### src/rtl/trng_postproc.sv
// TRNG post-processing: raw-bit synchroniser, decimating strobe, repetition-count
// health test, von Neumann debiaser and LSB-first word packer with a one-word output buffer.
module trng_postproc #(
    parameter int WORD_W     = 8,
    parameter int SAMPLE_DIV = 1,
    parameter int RCT_CUTOFF = 32
) (
    input  logic              clk,
    input  logic              rst,
    input  logic              raw_bit,
    input  logic              en,
    output logic [WORD_W-1:0] rnd_data,
    output logic              rnd_valid,
    input  logic              rnd_ready,
    output logic              health_fail
);

    localparam int DIV_W = (SAMPLE_DIV > 1) ? $clog2(SAMPLE_DIV) : 1;
    localparam int BIT_W = $clog2(WORD_W + 1);
    localparam int REP_W = $clog2(RCT_CUTOFF + 1);

    localparam logic [DIV_W-1:0] DIV_LAST  = DIV_W'(SAMPLE_DIV - 1);
    localparam logic [BIT_W-1:0] BITS_FULL = BIT_W'(WORD_W);
    localparam logic [REP_W-1:0] REP_MAX   = REP_W'(RCT_CUTOFF);

    logic              s1_q, s2_q;
    logic [DIV_W-1:0]  div_cnt_q, div_cnt_d;
    logic              pend_q, pend_d;
    logic              b0_q, b0_d;
    logic [BIT_W-1:0]  bit_cnt_q, bit_cnt_d;
    logic [WORD_W-1:0] acc_q, acc_d;
    logic              last_q, last_d;
    logic [REP_W-1:0]  rep_cnt_q, rep_cnt_d;
    logic              health_fail_q, health_fail_d;
    logic [WORD_W-1:0] rnd_data_q, rnd_data_d;
    logic              rnd_valid_q, rnd_valid_d;

    logic             strobe;
    logic             rep_match;
    logic [REP_W-1:0] rep_inc;
    logic             trip;
    logic             vn_act;
    logic             emit;
    logic             acc_full;
    logic             load;

    // NOTE: every signal assigned in always_comb gets a default first, so no
    // path through the block leaves it unassigned and no latch is inferred.
    always_comb begin
        strobe    = en && (div_cnt_q == DIV_LAST);
        div_cnt_d = div_cnt_q;
        if (!en || strobe) begin
            div_cnt_d = '0;
        end else begin
            div_cnt_d = div_cnt_q + 1'b1;
        end

        // rep_cnt==0 marks "no sample seen since reset", so the first strobe never matches.
        rep_match     = (rep_cnt_q != '0) && (s2_q == last_q);
        rep_inc       = rep_cnt_q + 1'b1;
        trip          = strobe && rep_match && (rep_inc >= REP_MAX) && !health_fail_q;
        last_d        = strobe ? s2_q : last_q;
        rep_cnt_d     = rep_cnt_q;
        if (strobe) begin
            if (!rep_match) begin
                rep_cnt_d = REP_W'(1);
            end else if (rep_cnt_q != REP_MAX) begin
                rep_cnt_d = rep_inc;
            end
        end
        health_fail_d = health_fail_q | trip;

        vn_act = strobe && !health_fail_q && !trip;
        emit   = vn_act && pend_q && (b0_q != s2_q);
        pend_d = pend_q;
        b0_d   = b0_q;
        if (!en) begin
            pend_d = 1'b0;
        end else if (vn_act) begin
            if (!pend_q) begin
                b0_d   = s2_q;
                pend_d = 1'b1;
            end else begin
                pend_d = 1'b0;
            end
        end

        acc_full  = (bit_cnt_q == BITS_FULL);
        load      = acc_full && !health_fail_q && !trip && (!rnd_valid_q || rnd_ready);
        acc_d     = acc_q;
        bit_cnt_d = bit_cnt_q;
        if (load) begin
            bit_cnt_d = '0;
        end else if (emit && !acc_full) begin
            // A "10" pair emits 1 and "01" emits 0, i.e. the first bit of the pair.
            for (int i = 0; i < WORD_W; i++) begin
                if (bit_cnt_q == BIT_W'(i)) acc_d[i] = b0_q;
            end
            bit_cnt_d = bit_cnt_q + 1'b1;
        end

        rnd_data_d  = rnd_data_q;
        rnd_valid_d = rnd_valid_q;
        if (load) begin
            rnd_data_d  = acc_q;
            rnd_valid_d = 1'b1;
        end else if (rnd_valid_q && rnd_ready) begin
            rnd_valid_d = 1'b0;
        end

        if (trip) begin
            rnd_valid_d = 1'b0;
            bit_cnt_d   = '0;
            pend_d      = 1'b0;
        end
    end

    // NOTE: sequential state uses non-blocking assignments so every flop samples
    // the pre-edge value of the others, independent of statement order.
    always_ff @(posedge clk) begin
        if (rst) begin
            s1_q          <= 1'b0;
            s2_q          <= 1'b0;
            div_cnt_q     <= '0;
            pend_q        <= 1'b0;
            b0_q          <= 1'b0;
            bit_cnt_q     <= '0;
            acc_q         <= '0;
            last_q        <= 1'b0;
            rep_cnt_q     <= '0;
            health_fail_q <= 1'b0;
            rnd_data_q    <= '0;
            rnd_valid_q   <= 1'b0;
        end else begin
            s1_q          <= raw_bit;
            s2_q          <= s1_q;
            div_cnt_q     <= div_cnt_d;
            pend_q        <= pend_d;
            b0_q          <= b0_d;
            bit_cnt_q     <= bit_cnt_d;
            acc_q         <= acc_d;
            last_q        <= last_d;
            rep_cnt_q     <= rep_cnt_d;
            health_fail_q <= health_fail_d;
            rnd_data_q    <= rnd_data_d;
            rnd_valid_q   <= rnd_valid_d;
        end
    end

    assign rnd_data    = rnd_data_q;
    assign rnd_valid   = rnd_valid_q;
    assign health_fail = health_fail_q;

endmodule

### config.mk
export PLATFORM = sky130hd
export DESIGN_NAME = trng_postproc
export DESIGN_NICKNAME = d
export VERILOG_FILES = /design/src/rtl/trng_postproc.sv
export SDC_FILE = /design/constraint.sdc
export NUM_CORES = 1
export LEC_CHECK = 0
export CAP_MARGIN = 0
export CORE_ASPECT_RATIO = 0.9
export CORE_MARGIN = 2
export CORE_UTILIZATION = 30
export CTS_CLUSTER_SIZE = 12
export DETAILED_ROUTE_END_ITERATION = 12
export PLACE_DENSITY = 0.56
export RECOVER_POWER = 50
export REMOVE_ABC_BUFFERS = 1
export SYNTH_ARGS = -nofsm -noshare
export SYNTH_HDL_FRONTEND = slang
export SYNTH_SLANG_ARGS = --single-unit
### constraint.sdc
create_clock -name clk -period 2.3 [get_ports clk]
set_input_delay 0.575 -clock clk [delete_from_list [all_inputs] [get_ports clk]]
set_output_delay 0.575 -clock clk [all_outputs]
set_load 0.01 [all_outputs]
# Yosys cells after proc, flatten, opt, wreduce, memory -nomap -nowiden
# Index checks and enable logic that the tools add are counted.
[totals] wordCells=83 out_inout_bits=10 in_bits=5 regBits=34
[op_classes] n_bitwise=5 eq_ne=12 add_sub_neg=3 n_reduce_logical=38 n_lt_le_gt_ge=1 n_mux=5
[ops] op="$reduce_and A3 Y1" n=9
[ops] op="$eq A4 B3 Y1 const B" n=4
[ops] op="$logic_and A1 B1 Y1" n=14
[ops] op="$mux W6" n=2
[ops] op="$eq A4 B2 Y1 const B" n=2
[ops] op="$add A6 B1 Y6 const B" n=1
[ops] op="$ge A6 B6 Y1 const B" n=1
[ops] op="$ne A6 B6 Y1 const B" n=1
[ops] op="$reduce_bool A6 Y1" n=1
[ops] op="$reduce_or A3 Y1" n=2
[ops] op="$logic_not A1 Y1" n=5
[ops] op="$add A4 B1 Y4 const B" n=1
[ops] op="$eq A4 B1 Y1 const B" n=1
[ops] op="$eq A4 B4 Y1 const B" n=1
[ops] op="$logic_not A4 Y1" n=1
[ops] op="$not A1 Y1" n=4
[ops] op="$reduce_or A2 Y1" n=2
[ops] op="$mux W1" n=3
[ops] op="$logic_or A1 B1 Y1" n=2
[ops] op="$ne A2 B1 Y1 const B" n=1
[ops] op="$reduce_and A2 Y1" n=1
[ops] op="$reduce_bool A2 Y1" n=1
[ops] op="$add A1 B1 Y1 const B" n=1
[ops] op="$eq A1 B1 Y1" n=1
[ops] op="other kinds (2)" n=2

# Depth between registers and ports, before layout
[depth] word_depth=11 mapped_depth=8 mapped_depth_nobuf=7

# Worst setup path before layout
# No wires, ideal clock.
[synth_path] path_kind="input -> register" from="in en" to="reg rnd_data_q[0] (netlist: rnd_data[0])" path_slack_ns=0.496 path_buffers=1 arrival_ns=1.676 stages=6 t_required_ns=2.172 setup_ns=0.128 path_cell_list="or3b_2 nor4_2 nor3b_1 buf_2 mux2i_1 nor2_1"
[synth_between] elab_chain_len=7
[synth_lines] element="from (decl)" line_no="11" rtl="input logic en,"
[synth_lines] element="$logic_and A1 B1 Y1" line_no="50" rtl="strobe = en && (div_cnt_q == DIV_LAST);"
[synth_lines] element="$logic_and A1 B1 Y1 (3 in a row)" line_no="61" rtl="trip = strobe && rep_match && (rep_inc >= REP_MAX) && !health_fail_q;"
[synth_lines] element="$logic_not A1 Y1" line_no="89" rtl="load = acc_full && !health_fail_q && !trip && (!rnd_valid_q || rnd_ready);"
[synth_lines] element="$logic_and A1 B1 Y1 (2 in a row)" line_no="89"
[synth_lines] element="to (signal assigned)" line_no="145" rtl="rnd_data_q <= rnd_data_d;"
[synth_lines] element="to (decl)" line_no="35" rtl="logic [WORD_W-1:0] rnd_data_q, rnd_data_d;"
# Every way passes these cells.
# A chain may end at the register's enable or synchronous reset.

# Worst setup path after layout
[layout_path] from="in en" to="reg bit_cnt_q[0]"
[layout_between] elab_chain_len=9 word_cells_on_any_way=13 classes_between="reduce/logical (13)"
[layout_lines] element="$logic_and A1 B1 Y1 (*)" line_no="50"
[layout_lines] element="$logic_and A1 B1 Y1 (3 in a row)" line_no="61"
[layout_lines] element="$logic_not A1 Y1" line_no="73, 89"
[layout_lines] element="$logic_and A1 B1 Y1" line_no="73" rtl="vn_act = strobe && !health_fail_q && !trip;"
[layout_lines] element="$logic_and A1 B1 Y1 (2 in a row)" line_no="74" rtl="emit = vn_act && pend_q && (b0_q != s2_q);"
[layout_lines] element="$logic_and A1 B1 Y1" line_no="94" rtl="end else if (emit && !acc_full) begin"
[layout_lines] element="to (signal assigned)" line_no="140" rtl="bit_cnt_q <= bit_cnt_d;"
[layout_lines] element="to (decl)" line_no="30" rtl="logic [BIT_W-1:0] bit_cnt_q, bit_cnt_d;"
# Every way passes the cells marked *; elsewhere a longest branch is shown, timed or not.

==> metrics <==
outcome complete, no violations; via count 1236; final hold vios 0; Flop pwr share 0.498; main combinational cell family by area after synthesis simple AND/OR/NAND/NOR gates; clock sink total 34; switching share of power 0.220; Row Count 25; Async SR Flop Fraction 0; fillers 547; compound-gate portion of the synthesized area 0.0959; critical path, cell by cell dlygate4sd3_1 -> or3b_2 -> nor4_2 -> buf_4 -> o21a_1 -> or3_2 -> a21oi_1; pin count of the biggest net entering global routing 19; synthesized flop and latch total 34; DR top layer met4; Pleak 0.765 nW; number of diodes 0; Slew HR 0.546; cell depth of the worst flop-to-flop path 8; worst-margin pin slew 682 ps; Crit Path Max Fanout 4; Reg area 681 um^2; setup_tns 0 ps; initial core utilization 0.313; WS Path Type input pin to flop; Crit path depth 7; Post-synth EDFFs 0; area share of the largest cell type after synthesis 0.411; Total GRT Usage 0.114; Clk network pwr share 0.457; Worst Setup Start Kind input pin; chip width 82.3 um; most frequent cell after synthesis dfxtp_1; Root Buffer clkbuf_8; HP Class flop to flop; pwr dens 600 nW/um^2; DP Area 1910 um^2; Int Pwr 0.943 mW; Die Ht 74.5 um; Post-Synth XOR/XNOR Area 0.0415; CP Capture Type flop; unique cell type count in the Yosys netlist 46; post-layout min period 2160 ps; unrepaired setup endpoints after global routing no; Slew Viols, Final 0; CP max stage delay 560 ps; Avg Synthesized Cell Area 9.47 um^2; Post-CTS Resized 0; clock latency on the worst-skew pair 280 ps; wire length on met3 91 um; top_reg_cell synth dfxtp_1; clock buffer depth 2; Reg clk slew, reported paths 70 ps; post-synthesis mux area share 0.111; final instance area 2020 um^2; sw power 0.266 mW; DRT Pass-1 Iters 4; CTS tree built; Initial DRC Count 48; leading area contributor after synthesis dfxtp_1; # DRC 0; wire per inst 12.0 um; CP Buf/Inv Count 2; Via density 4.66; post-synthesis cell area 1660 um^2; Max Cap Viol 0; fmax 462 MHz; Multi-input gate area 895 um^2; Worst Hold Depth 1; ANT nets after route 0; # hold bufs at CTS 0; DR WL met2 1.27 mm; sequential area share after synthesis 0.411; DP HPWL 2.31 mm; Layout area overhead 21.7%; Post-Synthesis Cells 175; gr ovfl total 0; Final setup viols 0; Comb power frac 0.046; Commonest cells post-synth dfxtp_1, mux2i_1, nor2_1; Post-Synth Simple-Gate Area 0.247; hold_ws 441 ps; final WL 3.19 mm; share of cells above drive strength 1 0.131; Critical Path RT 2460 ps; Layout Skew 10.3 ps; Num CTS Buffers 5; post-CTS setup buffers 0; M1 wire length 1.77 mm; Cells after DPL 257; final critical-path share of the clock period 0.941; antenna violations before repair 0; top post-synthesis cells by area dfxtp_1, mux2i_1, ha_1; Core Region 5290 um^2; first-pass GRT wire length 5.22 mm; fin nets 208; Max VDD drop 0.242 mV; number of global-route vias before repair 1085; Worst Path Arrival 2330 ps; Clock H-tree levels 2; routability cong. 0.788; final std cells w/o fill 265; area of the die 6130 um^2; Slowest-stage cell, CP dlygate4sd3_1; kind of cell adding the most delay to the critical path simple AND/OR/NAND/NOR gates; io pins 15; PortBufs 14; synth warn 0; adder-cell area share of the yosys netlist 0.0453
==> final timing paths <==
check                    start           end  slack (ps)
setup / recovery            en  bit_cnt_q[0]         140
hold / removal            s1_q          s2_q         440
setup reg to reg  bit_cnt_q[0]   rnd_data[4]         250
hold reg to reg           s1_q          s2_q         440
==> logic make-up (layout without fill, tap and decap cells) <==
logic type | after synthesis | in the layout
other cells | 1 | 1
simple gates | 70 | 70
fa+ha+maj | 6 | 6
mux | 18 | 18
buf+inv | 15 | 38
compound gates | 24 | 24
flops | 34 | 34
xor+xnor | 7 | 7
==> layout make-up <==
class	instances	share of cell area
Sequential cell	34	0.338
Clock buffer	5	0.0341
Inverter	6	0.0112
Tap cell	67	0.0416
Multi-Input combinational cell	126	0.444
Timing Repair Buffer	24	0.109
Clock inverter	3	0.0223
==> cells in the final DEF, fill, tap and decap left out, types with 2 or more instances in the layout <==
| cell | count |
|---|---|
| nand3_1 | 6 |
| nand4b_1 | 4 |
| nor2b_1 | 4 |
| nor4b_1 | 2 |
| nand2b_1 | 11 |
| clkbuf_8 | 5 |
| mux2i_1 | 17 |
| buf_4 | 6 |
| o21ai_0 | 5 |
| ha_1 | 6 |
| clkbuf_1 | 2 |
| dlygate4sd3_1 | 12 |
| nand2_1 | 6 |
| a21oi_1 | 9 |
| inv_1 | 6 |
| nand4_1 | 2 |
| nor3_1 | 9 |
| dfxtp_1 | 34 |
| nor2_1 | 15 |
| clkinvlp_4 | 2 |
| clkdlybuf4s50_1 | 2 |
| xor2_1 | 4 |
| a211oi_1 | 2 |
| xnor2_1 | 2 |
==> state kept, by name, indices dropped and copies added (netlist names) <==
signal and count:
rep_cnt_q 6, s2_q 1, acc_q 8, rnd_data 8
health_fail 1, bit_cnt_q 4, last_q 1, div_cnt_q 1
pend_q 1, rnd_valid 1, s1_q 1, b0_q 1
==> per-layer routing <==
metal,track usage,vias to the layer above
met4,0.0500,0
met2,0.154,20
met3,0.0328,6
met5,0,-
li1,-,652
met1,0.167,558
==> stage by stage <==
step / utilization / setup slack, ps / power [mW]
floorplan: - / 30.8 / 0.643
global placement: 0.362 / -26.9 / 0.673
detailed placement: 0.362 / -84.2 / 0.674
CTS: 0.384 / 205 / 1.23
global route: 0.381 / 47.8 / 1.26
finish: 0.381 / 135 / 1.21
==> power groups by stage <==
stage / registers, mW / logic, mW / clock network, mW
after floorplan: 0.614 / 0.0296 / 0
after global placement: 0.616 / 0.0579 / 0
after detailed placement: 0.616 / 0.0585 / 0
after CTS: 0.602 / 0.0587 / 0.571
after global routing: 0.603 / 0.0627 / 0.593
final: 0.602 / 0.0555 / 0.552
Note: power is estimated with default switching activity, not from simulation.
